--- src/rtl/sinfonia_pkg.sv ---
// Shared types and constants for the note playback sequencer.
package sinfonia_pkg;

  localparam int unsigned NOTA_W    = 7;
  localparam int unsigned ARDUINO_W = 3;

  localparam logic [ARDUINO_W-1:0] SILENCIO = 3'd0;

  typedef enum logic [2:0] {
    OCIOSO,
    LE_MEMORIA,
    TOCA,
    PAUSA,
    FIM
  } estado_e;

  function automatic int unsigned max_u(input int unsigned a, input int unsigned b);
    return (a > b) ? a : b;
  endfunction

endpackage

--- src/rtl/sequenciador_reproducao_if.sv ---
// Control/memory/output bundle of the playback sequencer.
// The i_repetir signal exists only when SEQ_REPETE_EN is defined.
interface sequenciador_reproducao_if #(
  parameter int unsigned ADDR_W = 4
) ();
  import sinfonia_pkg::*;

  logic                 i_iniciar;
  logic                 i_abortar;
  logic                 i_nivel;
  logic [ADDR_W-1:0]    i_limite;
  logic [NOTA_W-1:0]    i_memoria_dado;
`ifdef SEQ_REPETE_EN
  logic                 i_repetir;
`endif
  logic [ADDR_W-1:0]    o_memoria_endereco;
  logic [NOTA_W-1:0]    o_leds;
  logic [ARDUINO_W-1:0] o_arduino_out;
  logic                 o_ativo;
  logic                 o_pronto;

`ifdef SEQ_REPETE_EN
  modport master (
    output i_iniciar, i_abortar, i_nivel, i_limite, i_memoria_dado, i_repetir,
    input  o_memoria_endereco, o_leds, o_arduino_out, o_ativo, o_pronto
  );
  modport slave (
    input  i_iniciar, i_abortar, i_nivel, i_limite, i_memoria_dado, i_repetir,
    output o_memoria_endereco, o_leds, o_arduino_out, o_ativo, o_pronto
  );
`else
  modport master (
    output i_iniciar, i_abortar, i_nivel, i_limite, i_memoria_dado,
    input  o_memoria_endereco, o_leds, o_arduino_out, o_ativo, o_pronto
  );
  modport slave (
    input  i_iniciar, i_abortar, i_nivel, i_limite, i_memoria_dado,
    output o_memoria_endereco, o_leds, o_arduino_out, o_ativo, o_pronto
  );
`endif

endinterface

--- src/rtl/sequenciador_reproducao_codificador.sv ---
// One-hot note to 3-bit buzzer code; anything not one-hot is a rest (valida=0).
module codificador_nota
  import sinfonia_pkg::*;
(
  input  logic [NOTA_W-1:0]    i_nota,
  output logic [ARDUINO_W-1:0] o_codigo,
  output logic                 o_valida
);

  always_comb begin
    o_codigo = SILENCIO;
    o_valida = (i_nota != '0) && ((i_nota & (i_nota - NOTA_W'(1))) == '0);
    for (int k = 0; k < int'(NOTA_W); k++) begin
      if (i_nota == (NOTA_W'(1) << k)) begin
        o_codigo = ARDUINO_W'(k + 1);
      end
    end
  end

endmodule

--- src/rtl/sequenciador_reproducao.sv ---
// Plays notes at addresses 0..limite, each followed by a silent gap, then pulses pronto.
// Optional SEQ_REPETE_EN adds a repetir input that loops playback instead of finishing.
module sequenciador_reproducao
  import sinfonia_pkg::*;
#(
  parameter int unsigned NOTA_CICLOS_FACIL   = 50_000_000,
  parameter int unsigned NOTA_CICLOS_DIFICIL = 25_000_000,
  parameter int unsigned PAUSA_CICLOS        = 10_000_000,
  parameter int unsigned ADDR_W              = 4
) (
  input logic                      i_clock,
  input logic                      i_reset,
  sequenciador_reproducao_if.slave bus
);

  localparam int unsigned MaxCiclos =
      max_u(max_u(NOTA_CICLOS_FACIL, NOTA_CICLOS_DIFICIL), PAUSA_CICLOS);
  localparam int unsigned TimerW = $clog2(MaxCiclos + 1);

  localparam logic [TimerW-1:0] CicFacil   = TimerW'(NOTA_CICLOS_FACIL);
  localparam logic [TimerW-1:0] CicDificil = TimerW'(NOTA_CICLOS_DIFICIL);
  localparam logic [TimerW-1:0] CicPausa   = TimerW'(PAUSA_CICLOS);
  localparam logic [TimerW-1:0] TimerUm    = TimerW'(1);

  estado_e           r_estado;
  logic [TimerW-1:0] r_timer;
  logic [ADDR_W-1:0] r_endereco;
  logic [ADDR_W-1:0] r_limite;
  logic              r_nivel;
  logic              r_ativo;
  logic              r_pronto;
  logic              r_primeiro;
  logic [NOTA_W-1:0] r_nota;

  logic [NOTA_W-1:0]    w_nota;
  logic [ARDUINO_W-1:0] w_codigo;
  logic                 w_valida;
  logic                 w_tocando;

  always_ff @(posedge i_clock) begin
    if (i_reset || bus.i_abortar) begin
      r_estado   <= OCIOSO;
      r_timer    <= '0;
      r_endereco <= '0;
      r_limite   <= '0;
      r_nivel    <= 1'b0;
      r_ativo    <= 1'b0;
      r_pronto   <= 1'b0;
      r_primeiro <= 1'b0;
      r_nota     <= '0;
    end else begin
      unique case (r_estado)
        OCIOSO: begin
          if (bus.i_iniciar) begin
            r_nivel    <= bus.i_nivel;
            r_limite   <= bus.i_limite;
            r_endereco <= '0;
            r_ativo    <= 1'b1;
            r_estado   <= LE_MEMORIA;
          end
        end
        LE_MEMORIA: begin
          r_timer    <= r_nivel ? CicDificil : CicFacil;
          r_primeiro <= 1'b1;
          r_estado   <= TOCA;
        end
        TOCA: begin
          r_primeiro <= 1'b0;
          if (r_primeiro) r_nota <= bus.i_memoria_dado;
          if (r_timer == TimerUm) begin
            r_timer  <= CicPausa;
            r_estado <= PAUSA;
          end else begin
            r_timer <= r_timer - TimerUm;
          end
        end
        PAUSA: begin
          if (r_timer == TimerUm) begin
            r_timer <= '0;
            if (r_endereco == r_limite) begin
`ifdef SEQ_REPETE_EN
              // Looping skips FIM so the repeat period is exactly one pass long.
              if (bus.i_repetir) begin
                r_endereco <= '0;
                r_estado   <= LE_MEMORIA;
              end else begin
                r_ativo  <= 1'b0;
                r_pronto <= 1'b1;
                r_estado <= FIM;
              end
`else
              r_ativo  <= 1'b0;
              r_pronto <= 1'b1;
              r_estado <= FIM;
`endif
            end else begin
              r_endereco <= r_endereco + ADDR_W'(1);
              r_estado   <= LE_MEMORIA;
            end
          end else begin
            r_timer <= r_timer - TimerUm;
          end
        end
        FIM: begin
          r_pronto <= 1'b0;
          r_estado <= OCIOSO;
        end
        default: r_estado <= OCIOSO;
      endcase
    end
  end

  // Read data only arrives in the first TOCA cycle, so bypass the note register there.
  assign w_nota    = r_primeiro ? bus.i_memoria_dado : r_nota;
  assign w_tocando = (r_estado == TOCA);

  codificador_nota u_codificador (
    .i_nota   (w_nota),
    .o_codigo (w_codigo),
    .o_valida (w_valida)
  );

  assign bus.o_leds             = (w_tocando && w_valida) ? w_nota : '0;
  assign bus.o_arduino_out      = (w_tocando && w_valida) ? w_codigo : SILENCIO;
  assign bus.o_memoria_endereco = r_endereco;
  assign bus.o_ativo            = r_ativo;
  assign bus.o_pronto           = r_pronto;

endmodule

--- src/flat_wrapper.sv ---
// flat-port wrapper written by rule: the top's interface ports become plain ports
module sequenciador_reproducao_flat import sinfonia_pkg::*;
#(
  parameter int unsigned NOTA_CICLOS_FACIL   = 50_000_000,
  parameter int unsigned NOTA_CICLOS_DIFICIL = 25_000_000,
  parameter int unsigned PAUSA_CICLOS        = 10_000_000,
  parameter int unsigned ADDR_W              = 4
)
  (i_clock, i_reset, bus_i_iniciar, bus_i_abortar, bus_i_nivel, bus_i_limite, bus_i_memoria_dado, bus_o_memoria_endereco, bus_o_leds, bus_o_arduino_out, bus_o_ativo, bus_o_pronto);
  sequenciador_reproducao_if #(.ADDR_W(ADDR_W)) bus_i ();
  input logic i_clock;
  input logic i_reset;
  input wire logic [$bits(bus_i.i_iniciar)-1:0] bus_i_iniciar;
  input wire logic [$bits(bus_i.i_abortar)-1:0] bus_i_abortar;
  input wire logic [$bits(bus_i.i_nivel)-1:0] bus_i_nivel;
  input wire logic [$bits(bus_i.i_limite)-1:0] bus_i_limite;
  input wire logic [$bits(bus_i.i_memoria_dado)-1:0] bus_i_memoria_dado;
  output wire logic [$bits(bus_i.o_memoria_endereco)-1:0] bus_o_memoria_endereco;
  output wire logic [$bits(bus_i.o_leds)-1:0] bus_o_leds;
  output wire logic [$bits(bus_i.o_arduino_out)-1:0] bus_o_arduino_out;
  output wire logic [$bits(bus_i.o_ativo)-1:0] bus_o_ativo;
  output wire logic [$bits(bus_i.o_pronto)-1:0] bus_o_pronto;
  assign bus_i.i_iniciar = bus_i_iniciar;
  assign bus_i.i_abortar = bus_i_abortar;
  assign bus_i.i_nivel = bus_i_nivel;
  assign bus_i.i_limite = bus_i_limite;
  assign bus_i.i_memoria_dado = bus_i_memoria_dado;
  assign bus_o_memoria_endereco = bus_i.o_memoria_endereco;
  assign bus_o_leds = bus_i.o_leds;
  assign bus_o_arduino_out = bus_i.o_arduino_out;
  assign bus_o_ativo = bus_i.o_ativo;
  assign bus_o_pronto = bus_i.o_pronto;
  sequenciador_reproducao #(.NOTA_CICLOS_FACIL(NOTA_CICLOS_FACIL), .NOTA_CICLOS_DIFICIL(NOTA_CICLOS_DIFICIL), .PAUSA_CICLOS(PAUSA_CICLOS), .ADDR_W(ADDR_W)) u_core (.i_clock(i_clock), .i_reset(i_reset), .bus(bus_i));
endmodule
--- config.mk ---
export PLATFORM = sky130hd
export DESIGN_NAME = sequenciador_reproducao_flat
export DESIGN_NICKNAME = d
export VERILOG_FILES = /design/src/rtl/sinfonia_pkg.sv /design/src/rtl/sequenciador_reproducao_if.sv /design/src/rtl/sequenciador_reproducao_codificador.sv /design/src/rtl/sequenciador_reproducao.sv /design/src/flat_wrapper.sv
export SDC_FILE = /design/constraint.sdc
export NUM_CORES = 1
export LEC_CHECK = 0
export ABC_AREA = 1
export ABC_CLOCK_PERIOD_IN_PS = 1750
export BUFFER_PORTS_ARGS = -buffer_cell sky130_fd_sc_hd__buf_4
export CORE_MARGIN = 5
export CORE_UTILIZATION = 45
export DETAILED_ROUTE_END_ITERATION = 6
export GPL_ROUTABILITY_DRIVEN = 0
export PLACE_DENSITY = 0.62
export SYNTH_ARGS = -nofsm -noshare
export SYNTH_HDL_FRONTEND = slang
export SYNTH_SLANG_ARGS = --single-unit
--- constraint.sdc ---
create_clock -name i_clock -period 1.75 [get_ports i_clock]
set_input_delay 0.0875 -clock i_clock [delete_from_list [all_inputs] [get_ports i_clock]]
set_output_delay 0.0875 -clock i_clock [all_outputs]
set_load 0.01 [all_outputs]
==> flow_metrics.tcl <==
set metrics [dict create \
    chipWidth_um 90.5 \
    yosysSeqAreaShare_pct 32.9 \
    nNetsFinal 556 \
    area_growth_syn_to_layout_pct 31.4 \
    drive_gt1_share_pct 24.7 \
    r2r-end "u_core.r_timer[14]" \
    regToRegSetupSlack_ns 0.16 \
    start_kind "register" \
    yosysMostFrequentCell "nand2_1" \
    setup_tns_ns -1.94 \
    htree_levels 2 \
    slew_violations 0 \
    ys_async_sr_fraction_pct 0 \
    drt_iter0_markers 122 \
    insertion_delay_ns 0.31 \
    rr_startpoint "u_core.r_timer[0]" \
    diodes 0 \
    cp_max_fo 8 \
    slew_headroom_pct 53.2 \
    setup_violations 10 \
    worst_slack_ns -0.226 \
    whs_endpoint "u_core.r_limite[0]" \
    wirelength_um 8070 \
    yosys-top-cells-area "dfxtp_1 33%, nand2_1 14%, nor2_1 9.8%" \
    crit_slowest_cell "dfxtp_4" \
    num_vias 3188 \
    whs_path_depth 3 \
    cap_violations 0 \
    cts.sinks 48 \
    design_area_um2 3830 \
    grt_max_degree 22 \
    p_per_area_nw_per_um2 727 \
    rsz0062_at_grt "true" \
    syn-instance-count 467 \
    skew_ns 0.00843 \
    synth_nets 486 \
    antenna_found_initial 0 \
    die-area_um2 8190 \
    syn_area_um2 2920 \
    status "finished with violations" \
    die_height_um 90.5 \
    grt_pass1_vias 2978 \
    grtUsageTotal_pct 19.9 \
    hold_class "primary input to register" \
    crit_type "register to output pin" \
    vias_per_cell 5.18 \
    num_rows 29 \
    cts_root_buf "clkbuf_8" \
    avgSynthCellArea_um2 6.25 \
    clk_path_buf_depth 2 \
    synth_common_cells "110 x nand2_1, 76 x nor2_1, 51 x inv_1, 48 x dfxtp_1, 44 x a21oi_1" \
    synth_top_area_share_pct 32.9 \
    ys_seq_elements 48 \
    drc 0 \
    holdCritStartpoint "bus_i_limite[0]" \
    hold_viol_final 0 \
    ant_nets 0 \
    start_util_pct 46.2 \
    utilization_pct 60.7 \
    yosysWarnings 0 \
    coreArea_um2 6310 \
    synth.distinct_cells 27 \
    ios 32 \
    crit_chain "buf_6, o21ai_4, buf_6, inv_2, nand2_1, nand2_1, o211ai_1, nor2_4, nand2_4, nor2_1, buf_4" \
    cts_made_buffers 5 \
    min_period_ns 1.98 \
    placed_area_um2 3460 \
    drt_pass1_iterations 5 \
    path_clk_slew_ns 0.09 \
    tightest_slew_ns 0.701 \
    grt_overflow_total 0 \
    p_leak_nw 1.79 \
    cts_tree "done" \
    period_share_pct 113 \
    cts.hold.buffers_added 0 \
    r2r_cells 8 \
    required_ns 1.66 \
    arrival_ns 1.89 \
    ys.flop_type "dfxtp_1" \
    synth-edff-count 0 \
    portBuffers 31 \
    synth_top_area_cell "dfxtp_1" \
    grt_pass1_wl_um 13800 \
    irDropWorstVdd_mv 0.492 \
    dp_hpwl_um 5890 \
    fmax_mhz 506 \
    wl_per_cell_um 13.1 \
    cp-end-kind "output pin" \
    slowest_delay_ns 0.39 \
    violations "setup timing" \
]
-- logic make-up (layout without fill, tap and decap cells) --
| kind of cell | after synthesis | in the layout | synth area share, % |
|---|---|---|---|
| AND/OR/NAND/NOR | 250 | 250 | 36.9 |
| flip-flops | 48 | 48 | 32.9 |
| XOR/XNOR | 17 | 17 | 5.10 |
| adder cells (fa/ha/maj) | 3 | 3 | 1.29 |
| buffers and inverters | 60 | 131 | 8.02 |
| AO/OA/AOI/OAI | 89 | 89 | 15.8 |
-- worst max-delay path, delay by kind of cell, from the launching register on --
family,cells,cell delay [ns]
buffers and inverters,4,0.47
flip-flops,1,0.39
AND/OR/NAND/NOR,5,0.35
AO/OA/AOI/OAI,2,0.36
-- where the power goes --
part | total (W) | leakage [nW] | switching, W | internal [W]
combinational | 0.000775 | 1.34 | 0.000474 | 0.000301
sequential | 0.00115 | 0.390 | 0.0000282 | 0.00112
clock | 0.000862 | 0.0614 | 0.000394 | 0.000468
-- timing repair --
| item | 4_1_cts | 5_1_grt |
|---|---|---|
| pin swaps | 11 | 9 |
| resized for setup | 25 | 38 |
| buffers inserted | 7 | 2 |
| endpoints found under the setup margin | 13 | 39 |
-- layout make-up --
type	count	area, µm²
clock buffers	6	82.6
clock inverters	2	38.8
fillers	629	2480
inverters	52	195
multi-input cells	359	1910
flip-flops and latches	48	965
well taps	77	96.3
repair buffers	71	548
-- cell usage in the layout, fill, tap and decap left out, drive strengths merged, types with 15 or more instances in the layout --
cell,synthesis,layout
o21ai,39,39
nor2,82,82
dfxtp,48,48
a21oi,44,44
inv,52,52
nand4,15,15
xor2,15,15
nand3,31,31
buf,2,71
nand2,115,115
-- stage by stage --
stage	total power (W)	setup slack, ns	hold WS [ns]	std cells
floorplan	0.00167	0.207	0.252	467
global placement	0.00187	-0.0298	0.370	599
detailed placement	0.00188	-0.0322	0.373	599
CTS	0.00277	-0.184	0.0336	613
global route	0.00297	-0.307	0.0328	615
finish	0.00279	-0.226	0.0472	615
-- worst max path at each step --
stage / start / endpoint / cells after the start / slack, ns
after floorplan: u_core.r_primeiro / bus_o_arduino_out[0] / 10 / 0.21
after CTS: u_core.r_primeiro / bus_o_leds[0] / 11 / -0.18
after global placement: u_core.r_estado[1] / u_core.bus.o_memoria_endereco[2] / 9 / -0.03
final: u_core.r_primeiro / bus_o_leds[2] / 11 / -0.23
after detailed placement: u_core.r_estado[1] / u_core.bus.o_memoria_endereco[2] / 9 / -0.03
after global routing: u_core.r_primeiro / bus_o_leds[4] / 9 / -0.31
-- registers in the layout, summed over array words and instances (netlist names) --
name	cells
u_core.r_primeiro	1
u_core.r_nota	7
u_core.bus.o_memoria_endereco	4
u_core.r_estado	3
u_core.r_limite	4
u_core.bus.o_ativo	1
u_core.r_nivel	1
u_core.r_timer	26
u_core.bus.o_pronto	1
-- per-layer routing --
layer / wire (µm) / part of all wire, % / global-route usage [%]
met2: 3640 / 45 / 30.4
met4: 109 / 1.4 / 5.71
met1: 3880 / 48 / 28.1
met3: 438 / 5.4 / 4.00
met5: 0 / 0 / 0
Note: power is estimated with default switching activity, not from simulation.
